[config.mk]
export PLATFORM = sky130hd
export DESIGN_NAME = bus_router_n
export DESIGN_NICKNAME = d
export VERILOG_FILES = /design/src/rtl/bus_router_pkg.sv /design/src/rtl/bus_router_chan.sv /design/src/rtl/bus_router_n.sv
export SDC_FILE = /design/constraint.sdc
export NUM_CORES = 1
export LEC_CHECK = 0
export CAP_MARGIN = 20
export CORE_UTILIZATION = 35
export DETAILED_ROUTE_END_ITERATION = 10
export HOLD_SLACK_MARGIN = 0.15
export PLACE_DENSITY_LB_ADDON = 0.05
export SYNTH_ARGS = -nofsm -noshare
export SYNTH_HDL_FRONTEND = slang
export SYNTH_HIERARCHICAL = 1
export SYNTH_SLANG_ARGS = --single-unit
export TNS_END_PERCENT = 5
[constraint.sdc]
create_clock -name clk -period 1.8 [get_ports clk]
set_clock_uncertainty 0.15 [all_clocks]
set_input_delay 0.18 -clock clk [delete_from_list [all_inputs] [get_ports clk]]
set_output_delay 0.18 -clock clk [all_outputs]
set_load 0.005 [all_outputs]
[src/rtl/bus_router_pkg.sv]
// Shared response codes, channel FSM states and the linear address decoder.
package bus_router_pkg;

  localparam logic [1:0] RESP_OK     = 2'b00;
  localparam logic [1:0] RESP_SLVERR = 2'b10;
  localparam logic [1:0] RESP_DECERR = 2'b11;

  typedef enum logic [1:0] {
    IDLE = 2'd0,
    FWD  = 2'd1,
    RESP = 2'd2,
    ERR  = 2'd3
  } state_t;

  typedef struct packed {
    logic       hit;
    logic [2:0] sel;
  } dec_t;

  function automatic dec_t decode(input logic [31:0] addr,
                                  input int unsigned region_size,
                                  input int unsigned num_slaves);
    dec_t        d;
    int unsigned idx;
    idx   = addr / region_size;
    d.hit = (idx < num_slaves);
    d.sel = idx[2:0];
    return d;
  endfunction

endpackage

[src/rtl/bus_router_chan.sv]
// One request channel: accept, route to a slave or flag DECERR, wait with timeout, answer.
// Latency: slave answering k cycles after s_valid gives m_ready k+2 cycles after accept; one outstanding request.
module bus_router_chan
  import bus_router_pkg::*;
#(
  parameter int ADDR_W      = 8,
  parameter int PAY_W       = 12,
  parameter int RDATA_W     = 8,
  parameter int NUM_SLAVES  = 3,
  parameter int REGION_SIZE = 'h40,
  parameter int TIMEOUT_CYC = 16
) (
  input  logic                          clk,
  input  logic                          rst,
  input  logic                          m_valid,
  input  logic [ADDR_W-1:0]             m_addr,
  input  logic [PAY_W-1:0]              m_pay,
  output logic                          m_ready,
  output logic [1:0]                    m_resp,
  output logic [RDATA_W-1:0]            m_data,
  output logic [NUM_SLAVES-1:0]         s_valid,
  output logic [ADDR_W-1:0]             s_addr,
  output logic [PAY_W-1:0]              s_pay,
  input  logic [NUM_SLAVES-1:0]         s_ready,
  input  logic [2*NUM_SLAVES-1:0]       s_resp,
  input  logic [RDATA_W*NUM_SLAVES-1:0] s_data,
  output logic                          err
);

  localparam int CNT_W = $clog2(TIMEOUT_CYC);
  localparam int SEL_W = (NUM_SLAVES > 1) ? $clog2(NUM_SLAVES) : 1;

  state_t           state;
  logic [SEL_W-1:0] sel;
  logic [CNT_W-1:0] cnt;
  dec_t             dec;

  always_comb dec = decode(32'(m_addr), REGION_SIZE, NUM_SLAVES);

  always_ff @(posedge clk or posedge rst) begin
    if (rst) begin
      state   <= IDLE;
      sel     <= '0;
      cnt     <= '0;
      m_ready <= 1'b0;
      m_resp  <= RESP_OK;
      m_data  <= '0;
      s_valid <= '0;
      s_addr  <= '0;
      s_pay   <= '0;
      err     <= 1'b0;
    end else begin
      m_ready <= 1'b0;
      err     <= 1'b0;
      case (state)
        IDLE: begin
          if (m_valid) begin
            s_addr <= m_addr;
            s_pay  <= m_pay;
            sel    <= SEL_W'(dec.sel);
            cnt    <= '0;
            if (dec.hit) begin
              s_valid <= NUM_SLAVES'(1) << dec.sel;
              state   <= FWD;
            end else begin
              state <= ERR;
            end
          end
        end
        FWD: begin
          // A real answer on the final timeout cycle still wins over the timeout.
          if (s_ready[sel]) begin
            m_resp  <= s_resp[sel*2 +: 2];
            m_data  <= s_data[sel*RDATA_W +: RDATA_W];
            m_ready <= 1'b1;
            s_valid <= '0;
            state   <= RESP;
          end else if (cnt == CNT_W'(TIMEOUT_CYC-1)) begin
            m_resp  <= RESP_SLVERR;
            m_data  <= '0;
            m_ready <= 1'b1;
            err     <= 1'b1;
            s_valid <= '0;
            state   <= RESP;
          end else begin
            cnt <= cnt + 1'b1;
          end
        end
        ERR: begin
          m_resp  <= RESP_DECERR;
          m_data  <= '0;
          m_ready <= 1'b1;
          err     <= 1'b1;
          state   <= RESP;
        end
        default: state <= IDLE;
      endcase
    end
  end

endmodule

[src/rtl/bus_router_n.sv]
// Registered master-to-N-slave router: independent write and read channels plus a saturating error counter.
// Latency k+2 cycles for a slave answering in k, 2 cycles for DECERR; one outstanding request per channel.
module bus_router_n
  import bus_router_pkg::*;
#(
  parameter int ADDR_W      = 8,
  parameter int DATA_W      = 8,
  parameter int ID_W        = 4,
  parameter int NUM_SLAVES  = 3,
  parameter int REGION_SIZE = 'h40,
  parameter int TIMEOUT_CYC = 16
) (
  input  logic                         clk,
  input  logic                         rst,
  input  logic                         m_w_valid,
  input  logic [ADDR_W-1:0]            m_w_addr,
  input  logic [DATA_W-1:0]            m_w_data,
  input  logic [ID_W-1:0]              m_w_id,
  output logic                         m_w_ready,
  output logic [1:0]                   m_w_resp,
  input  logic                         m_r_valid,
  input  logic [ADDR_W-1:0]            m_r_addr,
  input  logic [ID_W-1:0]              m_r_id,
  output logic                         m_r_ready,
  output logic [DATA_W-1:0]            m_r_data,
  output logic [1:0]                   m_r_resp,
  output logic [NUM_SLAVES-1:0]        s_w_valid,
  output logic [ADDR_W-1:0]            s_w_addr,
  output logic [DATA_W-1:0]            s_w_data,
  output logic [ID_W-1:0]              s_w_id,
  input  logic [NUM_SLAVES-1:0]        s_w_ready,
  input  logic [2*NUM_SLAVES-1:0]      s_w_resp,
  output logic [NUM_SLAVES-1:0]        s_r_valid,
  output logic [ADDR_W-1:0]            s_r_addr,
  output logic [ID_W-1:0]              s_r_id,
  input  logic [NUM_SLAVES-1:0]        s_r_ready,
  input  logic [DATA_W*NUM_SLAVES-1:0] s_r_data,
  input  logic [2*NUM_SLAVES-1:0]      s_r_resp,
  output logic [7:0]                   err_count
);

  logic              w_err;
  logic              r_err;
  logic [DATA_W-1:0] w_rdata_unused;
  logic [8:0]        err_sum;

  bus_router_chan #(
    .ADDR_W(ADDR_W), .PAY_W(DATA_W+ID_W), .RDATA_W(DATA_W), .NUM_SLAVES(NUM_SLAVES),
    .REGION_SIZE(REGION_SIZE), .TIMEOUT_CYC(TIMEOUT_CYC)
  ) u_wr (
    .clk(clk), .rst(rst),
    .m_valid(m_w_valid), .m_addr(m_w_addr), .m_pay({m_w_data, m_w_id}),
    .m_ready(m_w_ready), .m_resp(m_w_resp), .m_data(w_rdata_unused),
    .s_valid(s_w_valid), .s_addr(s_w_addr), .s_pay({s_w_data, s_w_id}),
    .s_ready(s_w_ready), .s_resp(s_w_resp), .s_data('0),
    .err(w_err)
  );

  bus_router_chan #(
    .ADDR_W(ADDR_W), .PAY_W(ID_W), .RDATA_W(DATA_W), .NUM_SLAVES(NUM_SLAVES),
    .REGION_SIZE(REGION_SIZE), .TIMEOUT_CYC(TIMEOUT_CYC)
  ) u_rd (
    .clk(clk), .rst(rst),
    .m_valid(m_r_valid), .m_addr(m_r_addr), .m_pay(m_r_id),
    .m_ready(m_r_ready), .m_resp(m_r_resp), .m_data(m_r_data),
    .s_valid(s_r_valid), .s_addr(s_r_addr), .s_pay(s_r_id),
    .s_ready(s_r_ready), .s_resp(s_r_resp), .s_data(s_r_data),
    .err(r_err)
  );

  // Only router-generated errors (DECERR, timeout) count; slave SLVERR passes through uncounted.
  always_comb err_sum = {1'b0, err_count} + 9'(w_err) + 9'(r_err);

  always_ff @(posedge clk or posedge rst) begin
    if (rst)
      err_count <= '0;
    else
      err_count <= err_sum[8] ? 8'hFF : err_sum[7:0];
  end

endmodule

==> flow_summary.toml <==
[placed_design]
pre_cts_ws_ps = -185
dp_hpwl_mm = 6.63
gp_congestion = 0.775
numPortBuffers = 137

[cells_and_area]
nFillCells = 917
nets = 605
diodes = 0
fin_util_pct = 56.0
layout.cells.most_common_list = "136 x clkdlybuf4s50_1, 109 x nand2_1, 71 x dfrtp_1"
drive_gt1_share_pct = 13.8
areaGrowthSynthToFinish_pct = 54.1
layout_commonest_cell = "clkdlybuf4s50_1"

[route]
drcViolationCount = 0
vias = 3112
post_drt_via_cell_ratio = 4.71
drt-total-wl_mm = 8.82
first_pass_iters = 4
wl_per_cell_um = 13.3
ant_nets = 0
first_iter_violations = 84

[clocking]
clock_latency_ps = 340
cts-htree-levels = 3
clock-sinks = 74
cts-root-buf = "clkbuf_8"
numCtsBuffers = 9
clockBufferDepth = 2
cts_tree = "built"
clk_pin_slew_ps = 80

[power_and_ir_drop]
p_int_mw = 5.40
p_leak_nw = 2.49
clkPwrFrac_pct = 17.1
power_frac_comb_pct = 47.8
p_switching_mw = 2.79
p_sw_share_pct = 34.1
p_total_mw = 8.19
power_frac_seq_pct = 35.1
power.density_nw_per_um2 = 1490
vdd_drop_max_mv = 0.653

[critical_path]
critPathTopFamily = "buffers and inverters"
start_kind = "flop"
critPathMaxStageDelay_ps = 500
cp.buffers_inverters = 2
crit_type = "reg -> out"
worstPathMaxFanout = 6
cp.arrival_ps = 1410
crit_required_ps = 1470
worstSetupEndpointType = "primary output"
worst_r2r_endpoint = "u_wr/cnt[3]"
rr_startpoint = "u_wr/state[0]"
path_cells = "buf_4 > clkdlybuf4s50_1"
slowest_stage = "clkdlybuf4s50_1"
rr_worst_depth = 3
r2r_slack_ps = 70

[floorplan]
fp.dieW_um = 103
start_util_pct = 36.3
row_count = 36
io-pin-count = 138
die_area_um2 = 10600
die_h_um = 103
core_area_um2 = 9820

[min_path]
min_path_type = "in -> reg"
holdPathEnd = "u_rd/s_pay[0]"
min_path_cells = 3
hold_start = "m_r_id[0]"

[sta]
setup_slack_ps = 56.9
worst_slew_pin_slew_ps = 425
slew_viol_final = 0
relSlewSlack_pct = 71.7
period_minus_slack_ps = 1740
fmaxAchievable_mhz = 574
grt_setup_unrepaired = "yes"
setup_viol = 0
whs_ps = 206
hold_viol_final = 0
post-route-period-util_pct = 96.8

[synthesis]
syn_nets = 446
syn_area_um2 = 3570
ys_warn_count = 6
syn_avg_cell_area_um2 = 9.80
synth_cells = 364

[global_route]
grt_antenna_before_repair = 0
grt_pass1_wl_mm = 14.1
grt_overflow = 0
track_usage_pct = 17.1
grt_max_degree = 34
grt_pass1_vias = 3113

[run]
maxCapViolations = 0

[outcome]
run_status = "finished, final reports clean"
## metrics by stage
step / std cells / TNS, ps / instance area (um2)
final: 661 / 0 / 5500
after global routing: 661 / -19.9 / 5500
after CTS: 657 / 0 / 5450
after detailed placement: 640 / -2340 / 5200
after global placement: 640 / -1540 / 5200
after floorplan: 364 / 0 / 3570
## per-layer routing
layer	routed length, um	global-route usage [%]	vias up	part of all wire (%)
li1	-	-	1555	-
met1	3930	21.7	1436	45
met2	3910	27.3	110	44
met3	840	5.49	11	9.5
met4	142	6.18	0	1.6
met5	0	0	-	0
## state kept, by name, indices dropped and copies added, names as in the netlist, 2 cells and up
register      cells
u_rd/s_addr       7
u_wr/state        2
u_rd/state        2
u_rd/cnt          4
u_wr/m_resp       2
u_wr/s_pay       12
u_wr/s_valid      3
u_wr/s_addr       7
u_wr/cnt          4
u_rd/m_resp       2
u_rd/m_data       8
err_count         8
u_rd/s_valid      3
u_rd/s_pay        4
## power groups by stage
stage	combinational (mW)	clock [mW]	sequential, mW
4_1_cts	3.89	1.44	2.88
3_5_place_dp	3.85	0	2.87
6_report	3.91	1.40	2.88
2_1_floorplan	1.90	0	2.86
5_1_grt	4.33	1.52	2.99
3_3_place_gp	3.79	0	2.88
## worst max path at each step
stage                   start         endpoint  slack [ps]  cells after the start
2_1_floorplan    err_count[0]     err_count[6]          20                      5
3_3_place_gp        m_w_valid  u_wr/s_valid[0]        -150                      6
3_5_place_dp        m_w_valid      u_wr/cnt[3]        -190                      4
4_1_cts           u_rd/sel[1]      s_r_addr[7]           7                      2
5_1_grt           u_wr/sel[1]      u_wr/cnt[3]         -20                      4
6_report       u_wr/s_addr[6]      s_w_addr[6]          60                      2
## what timing repair did
action	in CTS	in global routing
buffers inserted	0	4
pin swaps	0	1
resized for setup	7	6
hold buffers	1	0
endpoints found under the hold margin	41	0
setup endpoints to repair	5	13
## cell type report
type | instances | area (um2) | share of cell area [%]
clock buffer | 10 | 128 | 2.32
multi-input combinational | 255 | 1570 | 28.6
inverter | 12 | 45.0 | 0.819
sequential | 74 | 1860 | 33.8
clock inverter | 6 | 88.8 | 1.62
timing repair buffer | 171 | 1640 | 29.9
tap | 133 | 166 | 3.03
## worst reg2reg max path: stages, from the launching register on
cell and delay (ps):
dfrtp_1 390, or3b_1 540, o211ai_1 160, or3b_1 360
No activity file was read; power rests on OpenSTA's default activity.
==> RTL edit (same settings) <==
Re-encode `state_t` (4 states) as one-hot, 4 bits wide.
--- a/src/rtl/bus_router_pkg.sv
+++ b/src/rtl/bus_router_pkg.sv
@@ -5,11 +5,11 @@
   localparam logic [1:0] RESP_SLVERR = 2'b10;
   localparam logic [1:0] RESP_DECERR = 2'b11;
 
-  typedef enum logic [1:0] {
-    IDLE = 2'd0,
-    FWD  = 2'd1,
-    RESP = 2'd2,
-    ERR  = 2'd3
+  typedef enum logic [3:0] {
+    IDLE = 4'b0001,
+    FWD  = 4'b0010,
+    RESP = 4'b0100,
+    ERR  = 4'b1000
   } state_t;
 
   typedef struct packed {
Behaviour: no difference found for any inputs over 4 cycles, from zero or initial values and one cycle with rst high; so few cycles prove little.
==> RTL edit against the original RTL <==
The flow now finishes with violations (negative setup slack). First-iteration DRC count increased by 17%. Sequential cell count rose by 4. Final area is 5.1% higher. Wire length grew 4.8%. Synthesized area rose by 3.1%. Worst setup slack got worse by 0.084 ns. Synthesized cell count is 1.4% higher. Power rose by 0.47%. Sequential share of layout area rose by 0.081 points. Cell count rose by 3.0%. Count of clock-buffer cells in the layout rose by 3. Non-clock buffer count up 7. Highest routed layer unchanged.
==> RTL edit: results (changes against the original RTL) <==
[metrics] outcome: complete, but fails checks (was finished clean)
[metrics] violations in the final reports: negative setup slack
[metrics] Global Route Usage Sum: 17.9% (was 17.1%)
[metrics] met2 capacity usage during global routing: 28.6% (was 27.3%)
[metrics] Critical Path Source: u_wr/state[0]$_DFFE_PP1P_ (was u_wr/s_addr[6]$_DFFE_PP0P_)
[metrics] measured slew at the worst slew-check pin: 0.365 ns (was 0.425 ns)
[metrics] Worst path slowest cell: sky130_fd_sc_hd__dfstp_2 (was sky130_fd_sc_hd__clkdlybuf4s50_1)
[metrics] met3 GRT Util: 5.39% (was 5.49%)
[metrics] cell area reported after detailed placement: 5500 sq um (was 5200 sq um)
[metrics] number of violations reported at the end of detailed-routing iteration 0: 98 (was 84)
[metrics] number of nets in the finished design: 622 (was 605)
[metrics] fill cell instance count of the final layout: 953 (was 917)
[metrics] CP delay by family, top: flip-flops (was buffers and inverters)
[metrics] routability congestion estimate from global placement: 0.783 (was 0.775)
[metrics] arrival time reported for the critical path endpoint: 1.89 ns (was 1.41 ns)
[metrics] Post-DP HPWL: 6.84 mm (was 6.63 mm)
[metrics] met1 Track Usage GR: 23.4% (was 21.7%)
[metrics] worst voltage drop across the vdd grid: 0.777 mV (was 0.653 mV)
[metrics] global-route wire length before repair: 15.8 mm (was 14.1 mm)
[metrics] met1 layer wirelength in the final routing: 4.43 mm (was 3.93 mm)
[metrics] synthesized net count: 451 (was 446)
[metrics] post-route setup slack: -0.0272 ns (was 0.0569 ns)
[metrics] endpoints failing setup: 1 (was 0)
[metrics] reported leakage power: 2.65 nW (was 2.49 nW)
[metrics] routed wire length: 9.25 mm (was 8.82 mm)
[metrics] internal power contribution: 5.64 mW (was 5.40 mW)
-- RTL edit: cell count changes in the layout (fill, tap and decap cells not counted), moves of 6 or more --
cell	before	now
sky130_fd_sc_hd__buf_12	1	7
sky130_fd_sc_hd__o22ai_1	1	8
sky130_fd_sc_hd__nand2_1	109	87
sky130_fd_sc_hd__nor3_1	3	10
sky130_fd_sc_hd__o2bb2ai_1	9	2
sky130_fd_sc_hd__mux2_2	3	10
-- RTL edit: cell type report --
| cell class | instances | share of cell area, % |
|---|---|---|
| sequential | 78 | 33.8 |
| clock buffer | 13 | 2.92 |
| timing repair buffer | 178 | 30.6 |
| tap | 136 | 2.94 |
| multi-input combinational | 261 | 27.7 |
| clock inverter | 3 | 1.13 |
| inverter | 12 | 0.779 |
-- RTL edit: power by group through the flow --
stage | clock network, mW | logic, mW | registers, mW
floorplan | 0 | 1.66 | 2.92
global placement | 0 | 3.71 | 2.90
detailed placement | 0 | 3.77 | 2.92
CTS | 1.57 | 3.84 | 2.90
global route | 1.64 | 4.18 | 3.01
finish | 1.52 | 3.81 | 2.89
-- RTL edit: how the worst min path moves through the flow --
stage / end / startpoint / slack, ns
after global placement: u_wr/s_pay[8]$_DFFE_PP0P_ / u_wr/s_pay[8]$_DFFE_PP0P_ / 0.31
after CTS: u_wr/s_pay[10]$_DFFE_PP0P_ / m_w_data[6] / 0.19
final: u_wr/s_pay[5]$_DFFE_PP0P_ / m_w_data[1] / 0.21
after floorplan: err_count[0]$_DFF_PP0_ / rst / -0.15
after detailed placement: u_wr/s_pay[0]$_DFFE_PP0P_ / u_wr/s_pay[0]$_DFFE_PP0P_ / 0.31
after global routing: u_wr/s_pay[10]$_DFFE_PP0P_ / m_w_data[6] / 0.19
